`config.mk`:
```
export PLATFORM = sky130hd
export DESIGN_NAME = trigger_match_flat
export DESIGN_NICKNAME = d
export VERILOG_FILES = /design/src/rtl/trigger_match_pkg.sv /design/src/rtl/trigger_match_if.sv /design/src/rtl/trigger_match_cmp.sv /design/src/rtl/trigger_match.sv /design/src/flat_wrapper.sv
export SDC_FILE = /design/constraint.sdc
export NUM_CORES = 1
export LEC_CHECK = 0
export CAP_MARGIN = 10
export CORE_UTILIZATION = 57
export CTS_CLUSTER_DIAMETER = 120
export DETAILED_ROUTE_END_ITERATION = 8
export PLACE_DENSITY = 0.87
export SYNTH_ARGS = -nofsm -noshare
export SYNTH_HDL_FRONTEND = slang
export SYNTH_SLANG_ARGS = --single-unit
```
`constraint.sdc`:
```
create_clock -name cpu_clk -period 8.6 [get_ports cpu_clk]
set_input_delay 2.15 -clock cpu_clk [delete_from_list [all_inputs] [get_ports cpu_clk]]
set_output_delay 2.15 -clock cpu_clk [all_outputs]
set_load 0.03 [all_outputs]
```
`src/rtl/trigger_match_pkg.sv`:
```
// Shared constants, mcontrol field positions and slot configuration type for
// the hardware trigger match logic.
package trigger_match_pkg;

  localparam int NUM_TRIG   = 2;
  localparam int DATA_WIDTH = 32;
  localparam int IDX_W      = 1;

  localparam int TYPE_HI   = 31;
  localparam int TYPE_LO   = 28;
  localparam int DMODE     = 27;
  localparam int HIT       = 20;
  localparam int ACTION_HI = 15;
  localparam int ACTION_LO = 12;
  localparam int MATCH_HI  = 10;
  localparam int MATCH_LO  = 7;
  localparam int M         = 6;
  localparam int EXECUTE   = 2;
  localparam int STORE     = 1;
  localparam int LOAD      = 0;

  localparam logic [3:0] MCONTROL_TYPE = 4'd2;
  localparam logic [3:0] MATCH_EQ      = 4'd0;
  localparam logic [3:0] MATCH_GE      = 4'd2;
  localparam logic [3:0] MATCH_LT      = 4'd3;
  localparam logic [3:0] ACTION_BRK    = 4'd0;
  localparam logic [3:0] ACTION_DBG    = 4'd1;

  typedef struct packed {
    logic [3:0]            ttype;
    logic                  dmode;
    logic [3:0]            action;
    logic [3:0]            match;
    logic                  m;
    logic                  execute;
    logic                  store;
    logic                  load;
    logic [DATA_WIDTH-1:0] addr;
  } slot_cfg_t;

  function automatic slot_cfg_t decode_cfg(input logic [DATA_WIDTH-1:0] tdata1,
                                           input logic [DATA_WIDTH-1:0] tdata2);
    slot_cfg_t cfg;
    cfg.ttype   = tdata1[TYPE_HI:TYPE_LO];
    cfg.dmode   = tdata1[DMODE];
    cfg.action  = tdata1[ACTION_HI:ACTION_LO];
    cfg.match   = tdata1[MATCH_HI:MATCH_LO];
    cfg.m       = tdata1[M];
    cfg.execute = tdata1[EXECUTE];
    cfg.store   = tdata1[STORE];
    cfg.load    = tdata1[LOAD];
    cfg.addr    = tdata2;
    return cfg;
  endfunction

  // Unsigned compare of a PC/address against the slot's tdata2.
  function automatic logic addr_cmp(input logic [3:0]            match,
                                    input logic [DATA_WIDTH-1:0] value,
                                    input logic [DATA_WIDTH-1:0] ref_addr);
    logic res;
    case (match)
      MATCH_EQ: res = (value == ref_addr);
      MATCH_GE: res = (value >= ref_addr);
      MATCH_LT: res = (value <  ref_addr);
      default:  res = 1'b0;
    endcase
    return res;
  endfunction

endpackage

```
`src/rtl/trigger_match_if.sv`:
```
// Core-side bundle for the trigger matcher: CSR view, execute/load-store
// observation and the request/acknowledge handshake.
interface trigger_match_if import trigger_match_pkg::*; ();

  logic [IDX_W-1:0]      tselect;
  logic [DATA_WIDTH-1:0] tdata1;
  logic [DATA_WIDTH-1:0] tdata2;
  logic                  cfg_wr;
  logic                  dbg_mode;
  logic                  ex_valid;
  logic [DATA_WIDTH-1:0] ex_pc;
  logic                  ls_valid;
  logic                  ls_store;
  logic [DATA_WIDTH-1:0] ls_addr;
  logic                  trig_ack;
  logic                  trig_req;
  logic                  trig_action;
  logic [IDX_W-1:0]      trig_idx;
  logic [DATA_WIDTH-1:0] trig_tval;
  logic [NUM_TRIG-1:0]   slot_hit;

  modport master (
    output tselect, tdata1, tdata2, cfg_wr, dbg_mode, ex_valid, ex_pc,
           ls_valid, ls_store, ls_addr, trig_ack,
    input  trig_req, trig_action, trig_idx, trig_tval, slot_hit
  );

  modport slave (
    input  tselect, tdata1, tdata2, cfg_wr, dbg_mode, ex_valid, ex_pc,
           ls_valid, ls_store, ls_addr, trig_ack,
    output trig_req, trig_action, trig_idx, trig_tval, slot_hit
  );

endinterface

```
`src/rtl/trigger_match_cmp.sv`:
```
// Per-slot enable decode and execute / load-store address compare.
module trigger_cmp import trigger_match_pkg::*; (
  input  slot_cfg_t             cfg,
  input  logic                  ex_valid,
  input  logic [DATA_WIDTH-1:0] ex_pc,
  input  logic                  ls_valid,
  input  logic                  ls_store,
  input  logic [DATA_WIDTH-1:0] ls_addr,
  output logic                  ex_hit,
  output logic                  ls_hit,
  output logic                  dbg_action
);

  logic enable_s;
  logic match_ok_s;
  logic action_ok_s;
  logic ls_kind_s;

  // Unsupported match/action encodings leave the slot permanently silent.
  always_comb begin
    match_ok_s  = (cfg.match == MATCH_EQ) || (cfg.match == MATCH_GE) ||
                  (cfg.match == MATCH_LT);
    action_ok_s = (cfg.action == ACTION_BRK) || (cfg.action == ACTION_DBG);
    enable_s    = (cfg.ttype == MCONTROL_TYPE) && cfg.m && match_ok_s && action_ok_s;
    ls_kind_s   = ls_store ? cfg.store : cfg.load;
  end

  assign ex_hit     = enable_s && ex_valid && cfg.execute &&
                      addr_cmp(cfg.match, ex_pc, cfg.addr);
  assign ls_hit     = enable_s && ls_valid && ls_kind_s &&
                      addr_cmp(cfg.match, ls_addr, cfg.addr);
  assign dbg_action = (cfg.action == ACTION_DBG) && cfg.dmode;

endmodule

```
`src/rtl/trigger_match.sv`:
```
// Trigger slot configuration, priority selection and the request FSM that
// hands breakpoint/debug-entry requests to the core.
module trigger_match import trigger_match_pkg::*; (
  input  logic            cpu_clk,
  input  logic            cpu_rstn,
  trigger_match_if.slave  bus
);

  localparam logic [0:0] ST_IDLE = 1'b0;
  localparam logic [0:0] ST_REQ  = 1'b1;

  slot_cfg_t             slot_cfg_r [NUM_TRIG];
  logic [NUM_TRIG-1:0]   ex_hit_s;
  logic [NUM_TRIG-1:0]   ls_hit_s;
  logic [NUM_TRIG-1:0]   dbg_act_s;
  logic [NUM_TRIG-1:0]   slot_any_s;
  logic [NUM_TRIG-1:0]   slot_hit_r;
  logic [NUM_TRIG-1:0]   slot_hit_nxt_s;
  logic [0:0]            state_r;
  logic                  found_s;
  logic                  fire_s;
  logic [IDX_W-1:0]      win_idx_s;
  logic                  win_act_s;
  logic [DATA_WIDTH-1:0] win_val_s;
  logic                  trig_req_r;
  logic                  trig_action_r;
  logic [IDX_W-1:0]      trig_idx_r;
  logic [DATA_WIDTH-1:0] trig_tval_r;

  // Slot configuration capture from the committed CSR write.
  always_ff @(posedge cpu_clk or negedge cpu_rstn) begin
    if (!cpu_rstn) begin
      for (int i = 0; i < NUM_TRIG; i++) begin
        slot_cfg_r[i] <= '0;
      end
    end else if (bus.cfg_wr) begin
      slot_cfg_r[bus.tselect] <= decode_cfg(bus.tdata1, bus.tdata2);
    end
  end

  for (genvar g = 0; g < NUM_TRIG; g++) begin : g_slot
    trigger_cmp u_cmp (
      .cfg        (slot_cfg_r[g]),
      .ex_valid   (bus.ex_valid),
      .ex_pc      (bus.ex_pc),
      .ls_valid   (bus.ls_valid),
      .ls_store   (bus.ls_store),
      .ls_addr    (bus.ls_addr),
      .ex_hit     (ex_hit_s[g]),
      .ls_hit     (ls_hit_s[g]),
      .dbg_action (dbg_act_s[g])
    );
  end

  assign slot_any_s = (ex_hit_s | ls_hit_s) & {NUM_TRIG{~bus.dbg_mode}};
  assign found_s    = |slot_any_s;
  assign fire_s     = (state_r == ST_IDLE) && found_s;

  // Priority pick: descending scan so the lowest hitting slot is written last.
  always_comb begin
    win_idx_s = {IDX_W{1'b0}};
    win_act_s = 1'b0;
    win_val_s = {DATA_WIDTH{1'b0}};
    for (int i = NUM_TRIG - 1; i >= 0; i--) begin
      win_idx_s = slot_any_s[i] ? IDX_W'(i) : win_idx_s;
      win_act_s = slot_any_s[i] ? dbg_act_s[i] : win_act_s;
      win_val_s = slot_any_s[i] ? (ex_hit_s[i] ? bus.ex_pc : bus.ls_addr) : win_val_s;
    end
  end

  // Hit bits: a CSR write loads the bit, a simultaneous fire on the same slot wins.
  always_comb begin
    slot_hit_nxt_s                = slot_hit_r;
    slot_hit_nxt_s[bus.tselect]   = bus.cfg_wr ? bus.tdata1[HIT] : slot_hit_r[bus.tselect];
    slot_hit_nxt_s[win_idx_s]     = fire_s ? 1'b1 : slot_hit_nxt_s[win_idx_s];
  end

  // Sticky per-slot hit status register.
  always_ff @(posedge cpu_clk or negedge cpu_rstn) begin
    if (!cpu_rstn) begin
      slot_hit_r <= {NUM_TRIG{1'b0}};
    end else begin
      slot_hit_r <= slot_hit_nxt_s;
    end
  end

  // Request FSM: outputs freeze in REQ until the core acknowledges.
  always_ff @(posedge cpu_clk or negedge cpu_rstn) begin
    if (!cpu_rstn) begin
      state_r       <= ST_IDLE;
      trig_req_r    <= 1'b0;
      trig_action_r <= 1'b0;
      trig_idx_r    <= {IDX_W{1'b0}};
      trig_tval_r   <= {DATA_WIDTH{1'b0}};
    end else begin
      case (state_r)
        ST_IDLE: begin
          if (fire_s) begin
            state_r       <= ST_REQ;
            trig_req_r    <= 1'b1;
            trig_action_r <= win_act_s;
            trig_idx_r    <= win_idx_s;
            trig_tval_r   <= win_val_s;
          end
        end
        ST_REQ: begin
          if (bus.trig_ack) begin
            state_r    <= ST_IDLE;
            trig_req_r <= 1'b0;
          end
        end
        default: begin
          state_r    <= ST_IDLE;
          trig_req_r <= 1'b0;
        end
      endcase
    end
  end

  assign bus.trig_req    = trig_req_r;
  assign bus.trig_action = trig_action_r;
  assign bus.trig_idx    = trig_idx_r;
  assign bus.trig_tval   = trig_tval_r;
  assign bus.slot_hit    = slot_hit_r;

endmodule

```
`src/flat_wrapper.sv`:
```
// flat-port wrapper written by rule: the top's interface ports become plain ports
module trigger_match_flat import trigger_match_pkg::*;
  (cpu_clk, cpu_rstn, bus_tselect, bus_tdata1, bus_tdata2, bus_cfg_wr, bus_dbg_mode, bus_ex_valid, bus_ex_pc, bus_ls_valid, bus_ls_store, bus_ls_addr, bus_trig_ack, bus_trig_req, bus_trig_action, bus_trig_idx, bus_trig_tval, bus_slot_hit);
  trigger_match_if bus_i ();
  input  logic cpu_clk;
  input  logic cpu_rstn;
  input wire logic [$bits(bus_i.tselect)-1:0] bus_tselect;
  input wire logic [$bits(bus_i.tdata1)-1:0] bus_tdata1;
  input wire logic [$bits(bus_i.tdata2)-1:0] bus_tdata2;
  input wire logic [$bits(bus_i.cfg_wr)-1:0] bus_cfg_wr;
  input wire logic [$bits(bus_i.dbg_mode)-1:0] bus_dbg_mode;
  input wire logic [$bits(bus_i.ex_valid)-1:0] bus_ex_valid;
  input wire logic [$bits(bus_i.ex_pc)-1:0] bus_ex_pc;
  input wire logic [$bits(bus_i.ls_valid)-1:0] bus_ls_valid;
  input wire logic [$bits(bus_i.ls_store)-1:0] bus_ls_store;
  input wire logic [$bits(bus_i.ls_addr)-1:0] bus_ls_addr;
  input wire logic [$bits(bus_i.trig_ack)-1:0] bus_trig_ack;
  output wire logic [$bits(bus_i.trig_req)-1:0] bus_trig_req;
  output wire logic [$bits(bus_i.trig_action)-1:0] bus_trig_action;
  output wire logic [$bits(bus_i.trig_idx)-1:0] bus_trig_idx;
  output wire logic [$bits(bus_i.trig_tval)-1:0] bus_trig_tval;
  output wire logic [$bits(bus_i.slot_hit)-1:0] bus_slot_hit;
  assign bus_i.tselect = bus_tselect;
  assign bus_i.tdata1 = bus_tdata1;
  assign bus_i.tdata2 = bus_tdata2;
  assign bus_i.cfg_wr = bus_cfg_wr;
  assign bus_i.dbg_mode = bus_dbg_mode;
  assign bus_i.ex_valid = bus_ex_valid;
  assign bus_i.ex_pc = bus_ex_pc;
  assign bus_i.ls_valid = bus_ls_valid;
  assign bus_i.ls_store = bus_ls_store;
  assign bus_i.ls_addr = bus_ls_addr;
  assign bus_i.trig_ack = bus_trig_ack;
  assign bus_trig_req = bus_i.trig_req;
  assign bus_trig_action = bus_i.trig_action;
  assign bus_trig_idx = bus_i.trig_idx;
  assign bus_trig_tval = bus_i.trig_tval;
  assign bus_slot_hit = bus_i.slot_hit;
  trigger_match u_core (.cpu_clk(cpu_clk), .cpu_rstn(cpu_rstn), .bus(bus_i));
endmodule
```
==> results.md, run 1 <==
* Root buffer cell: clkbuf_16
* DP HPWL at 16700 µm
* Hold path start: u_core.slot_cfg_r[84]
* CTS Buf Count at 17
* # DRC at 0
* Mapped Nets at 1148
* Synth-to-layout area growth at 26.30%
* Core ar. at 15200 µm²
* Total congestion overflow at 0
* Slowest stage delay, CP at 0.84 ns
* IO Count at 174
* Avg Synthesized Cell Area at 10.06 µm²
* Critical Path AT at 6.21 ns
* Worst-path fanout max at 32
* CP Launch Type: input pin
* CP max stage cell: a21boi_4
* Critical path class: input pin to flip-flop
* Period utilization at 67.99%
* Critical Path Start: bus_ex_pc[28]
* Starting Density at 58.45%
* Drt wl/cell at 18.37 µm
* # nets final at 1307
* # fillers at 1099
* Fraction of registers with async set/reset at 100.0%
* Largest net degree at the start of global routing at 89
* Commonest non-fill, non-tap cell in the layout: clkdlybuf4s50_1
* Global-route usage over all layers at 30.21%
* Initial antenna violation count at 1
* Total power at 0.001947 W
* Main synth FF type: dfrtp_1
* RSZ-0062 raised after global routing: no
* HP Class: flip-flop to flip-flop
* Fin crit period at 5.847 ns
* Slew @ Worst Pin at 1.028 ns
* Vias at 7308
* H-tree depth at 4
* Wirelength, routed at 22840 µm
* Clock latency on the worst-skew pair at 0.43 ns
* Die Width at 126.9 µm
* Pwr dens at 173.4 nW/µm²
* Vias per inst at 5.879
* #FFs+latches synth at 136
* CP cell instances: clkdlybuf4s50_1 > ha_1 > nand4_1 > nor4_1 > and2_1 > o31ai_1 > and3_1 > a211oi_1 > and2_1 > o21ai_1 > a21boi_4 > a21o_1
* Crit-path most repeated cell: and2_1
* CP endpoint kind: flip-flop
* Gpl congestion at 0.8641
* Reg2reg start: u_core.slot_cfg_r[79]
* Post-synth EDFFs at 0
* Layout cells sized above 1 at 11.10%
* Final setup violating endpoints at 0
* Post-synthesis sequential area ratio at 38.30%
* Die height at 126.9 µm
* Max-Cap Viols at 0
* Most frequent cells in the layout: clkdlybuf4s50_1, dfrtp_1, ha_1
* Delay-heaviest family, CP: compound AO/OA/AOI/OAI gates
* Required time worst endpoint at 8.96 ns
* Cell Area, Synth at 8886 µm²
* Clock Skews at 0.007378 ns
* CP bufs+invs at 1
* Die ar. at 16090 µm²
* Bufs on Longest Clock Path at 2
* Post-route ant nets at 0
* Starting DRC count in detailed routing at 421
* Lkg Pwr at 5.104 nW
* Slew headroom at 31.31%
* Maximum vdd drop at 0.0001336 V
* DRT Pass-1 Iters at 5
* # port buffers at 159
* Synth Warn # at 0
* CTS tree: built
* Setup TNS at 0 ns
* Vias in the first global route at 7569
* Final hold vios at 0
* Global-route wire length before repair at 37770 µm
* CTS-repair resized insts at 0
* Clk slew on worst S/H paths at 0.06 ns
* Status: complete, no violations
* Post-CTS setup repair buffer count at 0
* Cells after Synth at 883
* Slew Limit Fails at 0
* Max Clk Rate at 171.0 MHz
* # hold bufs at CTS at 0
* Std cell rows at 45
* Synth cell types at 54
* Clock sink count at 136
## area by class of cell
| cell class | count | area [µm²] | area share [%] |
|---|---|---|---|
| diodes | 1 | 2.502 | 0.02230 |
| clock buffers | 18 | 439.2 | 3.913 |
| clock inverters | 13 | 145.1 | 1.293 |
| inverters | 101 | 379.1 | 3.378 |
| multi-input cells | 622 | 4989 | 44.45 |
| flip-flops and latches | 136 | 3403 | 30.32 |
| well taps | 188 | 235.2 | 2.096 |
| repair buffers | 164 | 1630 | 14.53 |
## metal layers
metal | vias to the layer above | track usage, % | share of wire, %
met5 | - | 0 | 0
met4 | 0 | 11.69 | 2.3
met3 | 46 | 6.284 | 5.9
met2 | 242 | 50.10 | 48
met1 | 3542 | 38.85 | 44
li1 | 3478 | - | -
## state kept, by name (all words and copies together) (netlist names)
register,count
u_core.bus.trig_tval,32
u_core.bus.trig_req,1
u_core.state_r,1
u_core.bus.slot_hit,2
u_core.bus.trig_idx,1
u_core.bus.trig_action,1
u_core.slot_cfg_r,98
## final timing paths
| check | slack [ns] | end | depth (start not counted) |
|---|---|---|---|
| hold reg to reg | 0.50 | u_core.slot_cfg_r[84] | 1 |
| min in group asynchronous | 1.75 | u_core.bus.trig_tval[18] | 1 |
| hold / removal | 0.50 | u_core.slot_cfg_r[84] | 1 |
| setup reg to reg | 4.61 | u_core.bus.trig_tval[17] | 12 |
| setup / recovery | 2.75 | u_core.bus.trig_tval[17] | 12 |
| max in group asynchronous | 5.73 | u_core.slot_cfg_r[53] | 2 |
## metrics by stage
step | setup WS [ns] | util [%] | instances | hold slack, ns | instance area (µm²)
2_1_floorplan | 4.003 | - | 883 | 0.4708 | 8886
6_report | 2.753 | 73.83 | 1243 | 0.5023 | 11220
3_5_place_dp | 2.255 | 69.97 | 1211 | 0.4882 | 10640
5_1_grt | 2.612 | 73.83 | 1243 | 0.5129 | 11220
4_1_cts | 2.801 | 73.81 | 1242 | 0.5051 | 11220
3_3_place_gp | 2.319 | 69.97 | 1211 | 0.4776 | 10640
## power by group
group | internal (W) | total [W] | switching, W
Sequential | 0.000708 | 0.000744 | 0.0000355
Clock | 0.000436 | 0.000729 | 0.000294
Combinational | 0.000221 | 0.000474 | 0.000253
Total | 0.00136 | 0.00195 | 0.000582
## kinds of logic after synthesis
family                     count (synthesis)  share of synthesized area (%)
AOI/OAI and AO/OA                        192                          13.91
adders and majority gates                128                          18.02
buffers and inverters                    125                          5.886
DFF                                      136                          38.30
muxes                                    105                          12.79
and+or+nand+nor                          197                          11.10
## cells in the mapped netlist, types with 3 or more instances
cell,count,area share (%)
o21ai_1,5,0.28
buf_4,4,0.34
a21o_1,44,3.7
o31ai_1,3,0.25
a21oi_1,49,2.8
and2_1,6,0.42
nand4_1,21,1.5
o211ai_1,6,0.51
mux2_2,67,8.5
and4_1,8,0.79
o21ai_0,46,2.6
mux2i_1,37,4.2
a211oi_1,6,0.51
dfrtp_1,136,38
nor2b_1,7,0.49
nor3_1,8,0.45
nand2_1,99,4.2
a21boi_0,3,0.25
nor2_1,13,0.55
a221o_1,3,0.34
buf_6,5,0.63
buf_1,6,0.25
nand3_1,16,0.90
o21a_1,7,0.59
inv_1,101,4.3
clkbuf_1,8,0.34
ha_1,128,18
nor4_1,6,0.42
(Power assumes the default switching activity.)
==> run 2, diff against run 1 <==
--- a/config.mk
+++ b/config.mk
@@ -6,10 +6,10 @@
 export NUM_CORES = 1
 export LEC_CHECK = 0
 export CAP_MARGIN = 10
-export CORE_UTILIZATION = 57
+export CORE_UTILIZATION = 53
 export CTS_CLUSTER_DIAMETER = 120
 export DETAILED_ROUTE_END_ITERATION = 8
-export PLACE_DENSITY = 0.87
+export PLACE_DENSITY = 0.82
 export SYNTH_ARGS = -nofsm -noshare
 export SYNTH_HDL_FRONTEND = slang
 export SYNTH_SLANG_ARGS = --single-unit
==> constraint.sdc (replaced) <==
create_clock -name cpu_clk -period 5.9 [get_ports cpu_clk]
set_input_delay 1.475 -clock cpu_clk [delete_from_list [all_inputs] [get_ports cpu_clk]]
set_output_delay 1.475 -clock cpu_clk [all_outputs]
set_load 0.03 [all_outputs]
==> results.md, run 2 (synthesis results as in run 1) <==
* Required time worst endpoint at 6.27 ns
* Slew @ Worst Pin at 1.092 ns
* Final Worst Setup Slack at 0.6310 ns
* DRT Pass-1 Iters at 5
* Dpl cell area at 10690 µm²
* # port buffers at 159
* Pwr dens at 258.8 nW/µm²
* Max Clk Rate at 189.8 MHz
* # fillers at 1209
* Worst-path fanout max at 32
* Status: complete, no violations
* CP Launch Type: input pin
* Area of the multi-input gates at 4989 µm²
* Net Sw Frac at 28.63%
* Clk slew on worst S/H paths at 0.06 ns
* Metal3 WL at 1321 µm
* Setup TNS at 0 ns
* Max layer used: met4
* Drt wl/cell at 18.20 µm
* HP Class: flip-flop to flip-flop
* Wl on met1 at 10200 µm
* Post-CTS setup repair buffer count at 0
* CTS Buf Count at 17
* IO Count at 174
* Placed instance count at 1242
* Synth-to-layout area growth at 27.54%
* Bufs on Longest Clock Path at 2
* Combinational Power Share at 23.5%
* DP HPWL at 16820 µm
* RSZ-0062 raised after global routing: no
* Global-route usage over all layers at 28.41%
* Most frequent cells in the layout: clkdlybuf4s50_1, dfrtp_1, ha_1
* # nets final at 1310
* Final hold vios at 0
* Critical path class: input pin to flip-flop
* Clock share of power at 39.5%
* CP cell instances: clkdlybuf4s50_1 > ha_1 > nand4_1 > nor4_1 > buf_4 > and2_1 > o31ai_1 > and3_1 > a211oi_1 > and2_1 > o21ai_1 > a21boi_4 > a21o_1
* Gpl congestion at 0.8683
* FF+latch area at 3403 µm²
* # DRC at 0
* Met2 Wirelength at 11150 µm
* Clock latency on the worst-skew pair at 0.43 ns
* R2R Setup Slk at 1.83 ns
* Max-Cap Viols at 0
* Wirelength, routed at 23190 µm
* Reg power frac at 37.0%
* Period utilization at 89.30%
* CTS-repair resized insts at 0
* Vias at 7323
* Slew headroom at 27.05%
* P_int at 0.002093 W
* Starting Density at 55.14%
* Maximum vdd drop at 0.0002240 V
* Fin crit period at 5.269 ns
* Core ar. at 16120 µm²
* Vias in the first global route at 7542
* Global-route wire length before repair at 38520 µm
* Clock Skews at 0.009697 ns
* Design Area, Final at 11330 µm²
* Std cell rows at 46
* # hold bufs at CTS at 0
* Die height at 131.5 µm
* Crit-path most repeated cell: and2_1
* H-tree depth at 4
* CP max stage cell: a21boi_4
* Initial antenna violation count at 0
* CP endpoint kind: flip-flop
* Starting DRC count in detailed routing at 469
* Die Width at 131.5 µm
* Die ar. at 17290 µm²
* CTS tree: built
* Total congestion overflow at 0
* Commonest non-fill, non-tap cell in the layout: clkdlybuf4s50_1
* Hold_ws at 0.5026 ns
* Clock sink count at 136
* Pre-CTS WS at 0.2271 ns
* Largest register by flop count: u_core.slot_cfg_r
* Critical Path AT at 5.63 ns
* Final setup violating endpoints at 0
* Slew Limit Fails at 0
* P_sw at 0.0008398 W
* Layout cells sized above 1 at 11.44%
* Root buffer cell: clkbuf_16
* Largest net degree at the start of global routing at 90
* Post-route ant nets at 0
* Lkg Pwr at 5.153 nW
* Ant. Diodes at 0
* Layout Cells excl Fill at 1274
* Max reg flops at 98
* Vias per inst at 5.748
* Slowest stage delay, CP at 0.88 ns
==> run 2: cell count changes in the layout (fill, tap and decap cells not counted), sizes merged, moves of 2 or more <==
cell / delta
clkbuf: +2
buf: +3
inv: -4
bufinv: +2
clkinv: +2
==> run 2: routing by layer <==
| layer | vias to the layer above | global-route usage, % |
|---|---|---|
| li1 | 3479 | - |
| met1 | 3540 | 37.13 |
| met2 | 258 | 46.80 |
| met3 | 46 | 5.247 |
| met4 | 0 | 10.53 |
| met5 | - | 0 |
==> run 2: worst paths after layout <==
| kind | start | end | cells past startpoint |
|---|---|---|---|
| min reg2reg | u_core.slot_cfg_r[95] | u_core.slot_cfg_r[95] | 1 |
| min | u_core.slot_cfg_r[95] | u_core.slot_cfg_r[95] | 1 |
| max reg2reg | u_core.slot_cfg_r[78] | u_core.bus.trig_tval[21] | 13 |
| min in group asynchronous | cpu_rstn | u_core.slot_cfg_r[67] | 1 |
| max in group asynchronous | cpu_rstn | u_core.slot_cfg_r[82] | 2 |
| max | bus_ex_pc[30] | u_core.bus.trig_tval[21] | 13 |
==> run 2: power groups by stage <==
| stage | registers (W) | logic [W] | clock network [W] |
|---|---|---|---|
| detailed placement | 0.00110 | 0.000670 | 0 |
| finish | 0.00108 | 0.000690 | 0.00116 |
| global route | 0.00109 | 0.000771 | 0.00122 |
| global placement | 0.00109 | 0.000648 | 0 |
| floorplan | 0.00109 | 0.000407 | 0 |
| CTS | 0.00108 | 0.000686 | 0.00117 |
==> run 2: cell type report <==
| type | count | share of cell area [%] |
|---|---|---|
| repair buffers | 167 | 14.58 |
| flip-flops and latches | 136 | 30.03 |
| clock inverters | 12 | 1.524 |
| clock buffers | 20 | 4.118 |
| multi-input cells | 622 | 44.02 |
| well taps | 216 | 2.385 |
| inverters | 101 | 3.345 |
==> run 2: stage by stage <==
| stage | utilization [%] | power (W) |
|---|---|---|
| finish | 70.33 | 0.002933 |
| global placement | 66.36 | 0.001740 |
| detailed placement | 66.36 | 0.001768 |
| global route | 70.33 | 0.003081 |
| floorplan | - | 0.001497 |
| CTS | 70.33 | 0.002942 |
==> run 2: worst max-delay path: cells and delay by family <==
kind	cells	cell delay, ns
compound gates	5	1.92
fa+ha+maj	1	0.35
buf+inv	2	0.69
simple gates	5	1.18
